==> src/rtl/icg_enable_ctrl.sv <==
`default_nettype none
// ============================================================================
//  Module   : icg_enable_ctrl
//  Purpose  : Enable/test-enable generator for a negative-edge ICG, with idle
//             hysteresis, wake-latency READY flag and gated-cycle statistics.
//  Revision : 1.0 - initial release
// ============================================================================
module icg_enable_ctrl #(
    parameter int IDLE_CYCLES = 16,
    parameter int WAKE_LAT    = 2,
    parameter int CNT_W       = 16
) (
    input  logic             CLK,
    input  logic             RN,
    input  logic             BUSY,
    input  logic             FORCE_ON,
    input  logic             SE,
    input  logic             CLR,
    output logic             E,
    output logic             TE,
    output logic             READY,
    output logic             GATED,
    output logic [CNT_W-1:0] GCNT
);

    typedef enum logic [1:0] {
        ST_GATED = 2'd0,
        ST_WAKE  = 2'd1,
        ST_RUN   = 2'd2,
        ST_DRAIN = 2'd3
    } state_t;

    localparam logic [7:0]       c_wake_init = 8'(WAKE_LAT - 1);
    localparam logic [7:0]       c_idle_init = 8'(IDLE_CYCLES - 1);
    localparam logic [CNT_W-1:0] c_gcnt_max  = {CNT_W{1'b1}};
    localparam logic [CNT_W-1:0] c_gcnt_one  = CNT_W'(1);

    state_t           r_state;
    state_t           w_state_nxt;
    logic [7:0]       r_cnt;
    logic [7:0]       w_cnt_nxt;
    logic             w_act;
    logic             r_e;
    logic             r_ready;
    logic             r_gated;
    logic [CNT_W-1:0] r_gcnt;

    assign w_act = BUSY | FORCE_ON;

    always_comb begin
        w_state_nxt = r_state;
        w_cnt_nxt   = r_cnt;
        case (r_state)
            ST_GATED: begin
                if (w_act) begin
                    if (WAKE_LAT > 0) begin
                        w_state_nxt = ST_WAKE;
                        w_cnt_nxt   = c_wake_init;
                    end else begin
                        w_state_nxt = ST_RUN;
                    end
                end
            end
            // Activity is deliberately ignored here so a wake always completes.
            ST_WAKE: begin
                if (r_cnt == 8'd0) begin
                    w_state_nxt = ST_RUN;
                end else begin
                    w_cnt_nxt = r_cnt - 8'd1;
                end
            end
            ST_RUN: begin
                if (!w_act) begin
                    w_state_nxt = ST_DRAIN;
                    w_cnt_nxt   = c_idle_init;
                end
            end
            ST_DRAIN: begin
                // Clock never stopped while draining, so resume without wake latency.
                if (w_act) begin
                    w_state_nxt = ST_RUN;
                end else if (r_cnt == 8'd0) begin
                    w_state_nxt = ST_GATED;
                end else begin
                    w_cnt_nxt = r_cnt - 8'd1;
                end
            end
            default: begin
                w_state_nxt = ST_GATED;
                w_cnt_nxt   = 8'd0;
            end
        endcase
    end

    // Outputs are flopped from the next-state decode so E only moves on CLK rise.
    always_ff @(posedge CLK or negedge RN) begin
        if (!RN) begin
            r_state <= ST_GATED;
            r_cnt   <= 8'd0;
            r_e     <= 1'b0;
            r_ready <= 1'b0;
            r_gated <= 1'b1;
        end else begin
            r_state <= w_state_nxt;
            r_cnt   <= w_cnt_nxt;
            r_e     <= (w_state_nxt != ST_GATED);
            r_ready <= (w_state_nxt == ST_RUN) || (w_state_nxt == ST_DRAIN);
            r_gated <= (w_state_nxt == ST_GATED);
        end
    end

    always_ff @(posedge CLK or negedge RN) begin
        if (!RN) begin
            r_gcnt <= '0;
        end else if (CLR) begin
            r_gcnt <= '0;
        end else if ((r_state == ST_GATED) && (r_gcnt != c_gcnt_max)) begin
            r_gcnt <= r_gcnt + c_gcnt_one;
        end
    end

    assign E     = r_e;
    assign TE    = SE;
    assign READY = r_ready;
    assign GATED = r_gated;
    assign GCNT  = r_gcnt;

endmodule
`default_nettype wire

==> config.mk <==
export PLATFORM = sky130hd
export DESIGN_NAME = icg_enable_ctrl
export DESIGN_NICKNAME = d
export VERILOG_FILES = /design/src/rtl/icg_enable_ctrl.sv
export SDC_FILE = /design/constraint.sdc
export NUM_CORES = 1
export LEC_CHECK = 0
export CAP_MARGIN = 15
export CELL_PAD_IN_SITES_DETAIL_PLACEMENT = 0
export CELL_PAD_IN_SITES_GLOBAL_PLACEMENT = 1
export CORE_ASPECT_RATIO = 0.75
export CORE_MARGIN = 10
export CORE_UTILIZATION = 44
export CTS_CLUSTER_SIZE = 28
export DETAILED_ROUTE_END_ITERATION = 12
export PLACE_DENSITY = 0.87
export SYNTH_ARGS = -nofsm -noshare
export SYNTH_HDL_FRONTEND = slang
export SYNTH_SLANG_ARGS = --single-unit
==> constraint.sdc <==
create_clock -name CLK -period 3.9 [get_ports CLK]
set_input_delay 1.17 -clock CLK [delete_from_list [all_inputs] [get_ports CLK]]
set_output_delay 1.17 -clock CLK [all_outputs]
set_load 0.02 [all_outputs]
==> results of run 1 <==
-- synthesized netlist by cell type (2+ instances only) --
cell      number  area share [%]
and3_1         3             1.1
nor4_4         2             2.6
nand4_1        8             3.0
mux2_2         6             4.1
nand2b_1       7             2.7
nor2_1        13             3.0
ha_1           3             2.3
mux2i_1        2             1.2
dfrtp_1       27              41
nor3_1         8             2.4
inv_1          3            0.68
o31ai_1        4             1.8
o311ai_0       2             1.1
a31oi_1        3             1.1
nor2b_1        5             1.9
nand3_1        7             2.1
o32ai_1        2             1.1
buf_2          2            0.61
a21oi_1       13             4.0
o21ai_0        6             1.8
clkbuf_1       3            0.68
nand2_1       13             3.0
or4_1          4             1.8
or3_1          3             1.1
-- power groups by stage --
stage | registers (uW) | clock network, uW | logic (uW)
after floorplan | 439 | 0 | 271
after CTS | 470 | 186 | 362
after detailed placement | 473 | 0 | 361
after global placement | 469 | 0 | 347
after global routing | 486 | 196 | 407
final | 471 | 181 | 361
-- cell usage in the layout (no fill, tap or decap), types with 2 or more instances in the layout --
cell / instances
a21oi_1: 13
a31oi_1: 3
and3_1: 3
clkbuf_8: 4
clkdlybuf4s50_1: 23
dfrtp_1: 27
ha_1: 3
inv_1: 3
mux2_2: 6
mux2i_1: 2
nand2_1: 13
nand2b_1: 7
nand3_1: 7
nand4_1: 8
nor2_1: 13
nor2b_1: 5
nor3_1: 8
nor4_4: 2
o21ai_0: 6
o311ai_0: 2
o31ai_1: 4
o32ai_1: 2
or3_1: 3
or4_1: 4
-- cells by family (layout without fill, tap and decap cells) --
kind of cell	count (synthesis)	count (layout)	share of synthesized area (%)
adder cells (fa/ha/maj)	3	3	2.28
buffers and inverters	10	31	3.12
AO/OA/AOI/OAI	36	36	14.0
multiplexers	8	8	5.32
AND/OR/NAND/NOR	84	84	32.7
flip-flops	28	28	42.6
-- metal layers --
layer | track usage, % | part of all wire [%] | vias to the layer above
li1 | - | - | 679
met1 | 14.8 | 48 | 669
met2 | 19.2 | 46 | 28
met3 | 3.08 | 4.3 | 7
met4 | 4.40 | 1.2 | 0
met5 | 0 | 0 | -
-- final timing paths --
kind | startpoint | endpoint | slack (ns) | cells past startpoint
worst max-delay path | READY | READY | 1.11 | 1
worst min-delay path | r_cnt[7] | r_cnt[7] | 0.59 | 2
worst max register to register | r_state[0] | r_cnt[6] | 1.66 | 4
worst min register to register | r_cnt[7] | r_cnt[7] | 0.59 | 2
max in group asynchronous | RN | GATED | 2.34 | 2
min in group asynchronous | RN | GCNT[12] | 1.26 | 2
-- state kept, by name, summed over array words and instances, names as in the netlist --
signal / count
r_cnt: 8
READY: 1
GATED: 1
E: 1
GCNT: 16
r_state: 1
-- layout make-up --
cell class,instances,area (um2)
fill,333,1670
multi-input combinational,131,893
sequential,28,702
timing repair buffer,24,238
tap,52,65.1
clock buffer,4,55.1
inverter,3,11.3
-- tightest hold or removal path, delay by kind of cell, from the launching register on --
kind	cells	cell delay (ns)
flops	1	0.41
compound gates	2	0.16
-- through the flow --
stage / utilization [%] / power [uW] / std cells
floorplan: - / 710 / 169
global placement: 52.5 / 817 / 238
detailed placement: 52.5 / 834 / 238
CTS: 54.0 / 1020 / 242
global route: 54.0 / 1090 / 242
finish: 54.0 / 1010 / 242
==> impl_metrics.json, run 1 <==
{
  "arrival_ns": 1.62,
  "drt_iter0_drc": 155,
  "drc": 0,
  "period_share_pct": 71.5,
  "io_buffers": 23,
  "min_path_type": "reg2reg",
  "rsz0062_at_grt": "no",
  "seq_area_frac_synth_pct": 42.6,
  "path_buf_inv": 1,
  "htreeDepth": 1,
  "n_antenna_cell": 0,
  "place_area_um2": 1910,
  "yosys_warnings": 0,
  "clockRootBuffer": "clkbuf_8",
  "critical_path.max_fanout": 13,
  "internal_power_uw": 606,
  "cp_top_family": "buffers and inverters",
  "cp_cell_sequence": "clkdlybuf4s50_1",
  "wirelength_mm": 3.81,
  "worst_slew_pin_slew_ns": 0.786,
  "clk_latency_ns": 0.28,
  "final_hold_viol_count": 0,
  "drive_gt1_share_pct": 11.1,
  "synth_area_um2": 1650,
  "postCtsSetupRepairBufs": 0,
  "synth_seq_cells": 28,
  "maxSlewHeadroom_pct": 47.6,
  "finalSetupTns_ns": 0,
  "clock_sinks": 28,
  "grt_pass1_vias": 1390,
  "cts_tree": "yes",
  "outcome": "finished clean",
  "die_y_um": 73.0,
  "fin_crit_ns": 2.79,
  "final_area_um2": 1960,
  "fin_hold_ws_ns": 0.592,
  "area_growth_pct": 19.3,
  "route.vias.total": 1383,
  "core_area_um2": 3640,
  "clk_pin_slew_ns": 0.09,
  "grt_max_degree": 29,
  "clock_skew_ns": 0.00448,
  "synth_cell_types": 44,
  "switchingPower_uw": 408,
  "nets": 200,
  "synth-async-reset-ratio_pct": 100,
  "syn_nets": 178,
  "p_comb_share_pct": 35.6,
  "ios": 26,
  "gp_congestion": 0.925,
  "max_stage_delay_ns": 0.70,
  "required_ns": 2.73,
  "fmax_ghz": 0.358,
  "vias_per_cell": 5.71,
  "ys.flop_type": "dfrtp_1",
  "p_seq_share_pct": 46.5,
  "holdBufCountCts": 0,
  "crit_slowest_cell": "clkdlybuf4s50_1",
  "leakagePower_uw": 0.000787,
  "drv_cap": 0,
  "overflow": 0,
  "crit_type": "reg2out",
  "peakVddDrop_uv": 398,
  "post-place-ws_ns": 0.994,
  "synth_edf_count": 0,
  "drv_slew": 0,
  "grt_antenna_before_repair": 0,
  "fin_ws_ns": 1.11,
  "drt-pass1-iter-count": 4,
  "p_per_area_nw_per_um2": 516,
  "setup_viol": 0,
  "sw_frac_of_total_pct": 40.2,
  "cp-end-kind": "primary output",
  "rows": 19,
  "cts_resized": 0,
  "clkPwrFrac_pct": 17.9,
  "fp.dieW_um": 90.6,
  "syn_area_per_cell_um2": 9.74,
  "dp_hpwl_mm": 2.73,
  "numCtsBuffers": 3,
  "cp-start-kind": "flop",
  "grt_pass1_wl_mm": 6.59,
  "die_area_um2": 6610,
  "ant_nets": 0,
  "syn_inst": 169,
  "clockBufferDepth": 2,
  "gr-usage-all-layers_pct": 11.8,
  "start_util_pct": 45.3,
  "avgRoutedWirePerCell_um": 15.7
}
(Power assumes the default switching activity.)
==> run 2, diff against run 1 <==
- CORE_UTILIZATION: 44 -> 37
- PLACE_DENSITY: 0.87 -> 0.78
- clock period: 3.9 -> 2.3 ns (I/O delays scaled with it)
==> run 2 against run 1 <==
Against the previous run:
- critical path depth stayed put
- first-iteration DRC count increased by 17%
- clock power up 68%
- utilization is 6.0 points lower
- non-clock buffer count increased by 5
- largest cell class unchanged
- largest power group is now combinational logic
==> impl_metrics.json, run 2 (synthesis gave the netlist of run 1 again) <==
{
  "nets": 205,
  "p_per_area_nw_per_um2": 869,
  "cp-end-kind": "primary output",
  "cp_top_family": "buffers and inverters",
  "clockBufferDepth": 2,
  "leakagePower_uw": 0.000811,
  "start_util_pct": 39.4,
  "min_path_type": "reg2reg",
  "numCtsBuffers": 3,
  "core_area_um2": 4180,
  "clk_latency_ns": 0.27,
  "drc": 0,
  "finalSetupTns_ns": 0,
  "clockRootBuffer": "clkbuf_8",
  "worst_slew_pin_slew_ns": 0.602,
  "outcome": "finished clean",
  "fp.dieW_um": 97.0,
  "grt_pass1_vias": 1420,
  "dr_wl_met2_mm": 1.87,
  "drt-pass1-iter-count": 4,
  "rsz0062_at_grt": "no",
  "peakVddDrop_uv": 463,
  "holdCritStartpoint": "r_cnt[7]",
  "period_share_pct": 92.5,
  "vias_per_cell": 5.92,
  "crit_slowest_cell": "clkdlybuf4s50_1",
  "n_antenna_cell": 0,
  "postCtsSetupRepairBufs": 0,
  "drt_iter0_drc": 181,
  "dp_hpwl_mm": 3.08,
  "final_cell_mix": "dfrtp_1, clkdlybuf4s50_1, nor2_1, nand2_1, a21oi_1",
  "required_ns": 1.61,
  "clock_sinks": 28,
  "crit_start": "GCNT[2]",
  "arrival_ns": 1.44,
  "drive_gt1_share_pct": 13.3,
  "critical_path.max_fanout": 6,
  "grt_antenna_before_repair": 0,
  "die_area_um2": 7550,
  "wirelength_mm": 4.01,
  "setup_viol": 0,
  "route.vias.total": 1480,
  "area_growth_pct": 21.8,
  "grt_pass1_wl_mm": 7.01,
  "crit_type": "reg2out",
  "drv_cap": 0,
  "die_y_um": 77.8,
  "wl_met1_mm": 1.87,
  "gp_congestion": 0.817,
  "top_layer_used": "met4",
  "overflow": 0,
  "rows": 20,
  "final_hold_viol_count": 0,
  "path_buf_inv": 1,
  "avgRoutedWirePerCell_um": 16.0,
  "clk_pin_slew_ns": 0.09,
  "wl_met3_um": 253,
  "holdBufCountCts": 0,
  "io_buffers": 23,
  "regToRegStartpoint": "r_cnt[2]",
  "gr-usage-all-layers_pct": 10.8,
  "cts_tree": "yes",
  "ant_nets": 0,
  "ios": 26,
  "fin_hold_ws_ns": 0.579,
  "grt_max_degree": 29,
  "cp_cell_sequence": "clkdlybuf4s50_1",
  "htreeDepth": 1,
  "final_common_cell": "dfrtp_1",
  "drv_slew": 0,
  "largest_reg_flops": 16,
  "fin_crit_ns": 2.13,
  "cp-start-kind": "flop",
  "max_stage_delay_ns": 0.66,
  "cts_resized": 0,
  "clock_skew_ns": 0.00390,
  "maxSlewHeadroom_pct": 59.8,
  "fmax_ghz": 0.470
}
==> run 2: area by class of cell <==
class / instances / area (um2)
well taps: 55 / 68.8
inverters: 3 / 11.3
fillers: 384 / 2170
multi-input cells: 131 / 893
repair buffers: 29 / 275
clock buffers: 4 / 55.1
flip-flops and latches: 28 / 702
==> run 2: final timing paths <==
kind / slack, ns / cells past startpoint / to
max in group asynchronous: 1.21 / 2 / GATED
worst max-delay path: 0.17 / 1 / GCNT[2]
worst min register to register: 0.58 / 2 / r_cnt[7]
worst max register to register: 0.28 / 4 / E
min in group asynchronous: 0.78 / 2 / GCNT[13]
worst min-delay path: 0.58 / 2 / r_cnt[7]
==> run 2: tightest hold or removal path, stage by stage (launching register included) <==
cell	delay (ns)
dfrtp_1	0.40
a21oi_1	0.07
o21ai_0	0.08
==> run 2: metal layers <==
metal,up-vias,global-route usage [%]
met5,-,0
met4,0,1.91
li1,692,-
met2,40,16.9
met1,746,14.4
met3,2,3.45
==> run 2: where the power goes <==
group	leakage [uW]	switching (uW)	total (uW)	internal (uW)
sequential	0.000364	107	710	603
combinational	0.000418	425	729	304
clock	0.0000288	151	304	153
total	0.000811	682	1740	1060
==> run 2: metrics by stage <==
step	total power (uW)	setup WS, ns	instance area, um2	utilization, %	instances
detailed placement	1450	0.0342	1950	46.7	246
floorplan	1200	0.504	1650	-	169
finish	1740	0.173	2010	48.0	250
global route	1890	0.0938	2010	48.0	250
CTS	1760	0.163	2010	48.0	250
global placement	1410	0.117	1950	46.7	246
==> run 3, diff against run 2 <==
- REMOVE_ABC_BUFFERS: unset -> 1
==> run 3 against run 2 <==
Against the previous run:
- non-clock buffer count rose by 1
- die area unchanged
- first-iteration DRC count is 40% lower
- critical endpoint is now GCNT[8]
- utilization is 0.57 points higher
- critical path type unchanged
==> impl_metrics.json, run 3 (synthesis gave the netlist of run 1 again) <==
{
  "outcome": "finished clean",
  "cts_resized": 0,
  "fin_crit_ns": 2.11,
  "grt_max_degree": 29,
  "grt_pass1_wl_mm": 6.66,
  "p_seq_share_pct": 38.7,
  "required_ns": 1.61,
  "utilization_pct": 48.6,
  "vias_per_cell": 5.64,
  "clockBufferDepth": 2,
  "clockRootBuffer": "clkbuf_8",
  "sw_frac_of_total_pct": 37.5,
  "max_stage_delay_ns": 0.67,
  "grt_pass1_vias": 1358,
  "drc": 0,
  "final_area_um2": 2030,
  "critical_path.max_fanout": 8,
  "drv_slew": 0,
  "final_cell_mix": "dfrtp_1, clkdlybuf4s50_1, nor2_1, nand2_1, a21oi_1",
  "grt_antenna_before_repair": 0,
  "crit_type": "reg2out",
  "gp_congestion": 0.808,
  "postCtsSetupRepairBufs": 0,
  "avgRoutedWirePerCell_um": 15.7,
  "path_buf_inv": 1,
  "dp_hpwl_mm": 2.87,
  "die_area_um2": 7550,
  "crit_slowest_cell": "clkdlybuf4s50_1",
  "drt_iter0_drc": 108,
  "finalSetupTns_ns": 0,
  "clock_sinks": 28,
  "final_cell_count_no_fill": 251,
  "nets": 206,
  "largest_reg_flops": 16,
  "clock_skew_ns": 0.00279,
  "p_per_area_nw_per_um2": 908,
  "final_common_cell": "dfrtp_1",
  "cts_tree": "yes",
  "cp_top_family": "buffers and inverters",
  "numCtsBuffers": 3,
  "clkPwrFrac_pct": 21.4,
  "start_util_pct": 39.4,
  "drt-pass1-iter-count": 4,
  "ant_nets": 0,
  "die_y_um": 77.8,
  "ios": 26,
  "clk_latency_ns": 0.28,
  "io_buffers": 23,
  "setup_viol": 0,
  "fp.dieW_um": 97.0,
  "cp-start-kind": "flop",
  "dp_cells": 247,
  "leakagePower_uw": 0.000823,
  "place_area_um2": 1960,
  "clk_pin_slew_ns": 0.10,
  "core_area_um2": 4180,
  "maxSlewHeadroom_pct": 62.5,
  "switchingPower_uw": 691,
  "worst_slew_pin_slew_ns": 0.561,
  "fillCellCount": 387,
  "min_path_type": "reg2reg",
  "period_share_pct": 91.9,
  "overflow": 0,
  "drive_gt1_share_pct": 13.8,
  "rsz0062_at_grt": "no",
  "holdBufCountCts": 0,
  "arrival_ns": 1.42,
  "final_hold_viol_count": 0,
  "route.vias.total": 1416,
  "cp-end-kind": "primary output",
  "htreeDepth": 1,
  "wirelength_mm": 3.94,
  "internal_power_uw": 1150,
  "gr-usage-all-layers_pct": 10.2,
  "cp_cell_sequence": "clkdlybuf4s50_1",
  "p_comb_share_pct": 39.9,
  "fin_hold_ws_ns": 0.579,
  "area_growth_pct": 23.3,
  "fmax_ghz": 0.473,
  "rows": 20,
  "peakVddDrop_uv": 835,
  "n_antenna_cell": 0,
  "drv_cap": 0
}
## run 3: layout make-up
class	instances	area (um2)	area share, %
Clock buffer	3	41.3	2.03
Clock inverter	1	30.0	1.48
Inverter	3	11.3	0.555
Multi-Input combinational cell	131	893	44.0
Sequential cell	28	702	34.6
Tap cell	55	68.8	3.39
Timing Repair Buffer	30	283	13.9
## run 3: layer usage
layer / vias to the layer above / wire [um] / GRT usage, %
met5: - / 0 / 0
met1: 683 / 1870 / 13.7
li1: 693 / - / -
met2: 38 / 1760 / 15.1
met3: 2 / 297 / 3.81
met4: 0 / 13 / 2.21
## run 3: power by group through the flow
stage / registers [uW] / logic, uW / clock network, uW
global route: 730 / 816 / 427
floorplan: 793 / 386 / 0
CTS: 712 / 740 / 405
finish: 714 / 735 / 394
global placement: 719 / 716 / 0
detailed placement: 718 / 737 / 0
## run 3: stage by stage
stage	power [uW]	setup slack, ns
floorplan	1180	0.306
global placement	1430	0.109
detailed placement	1460	0.0517
CTS	1860	0.169
global route	1970	0.130
finish	1840	0.186
## run 3: worst paths after layout
check	from	end	slack [ns]	cells after the start
worst min-delay path	r_cnt[7]	r_cnt[7]	0.58	2
worst max-delay path	GCNT[8]	GCNT[8]	0.19	1
min in group asynchronous	RN	GCNT[3]	0.78	2
worst max register to register	GCNT[0]	GCNT[2]	0.19	6
worst min register to register	r_cnt[7]	r_cnt[7]	0.58	2
max in group asynchronous	RN	GATED	1.21	2
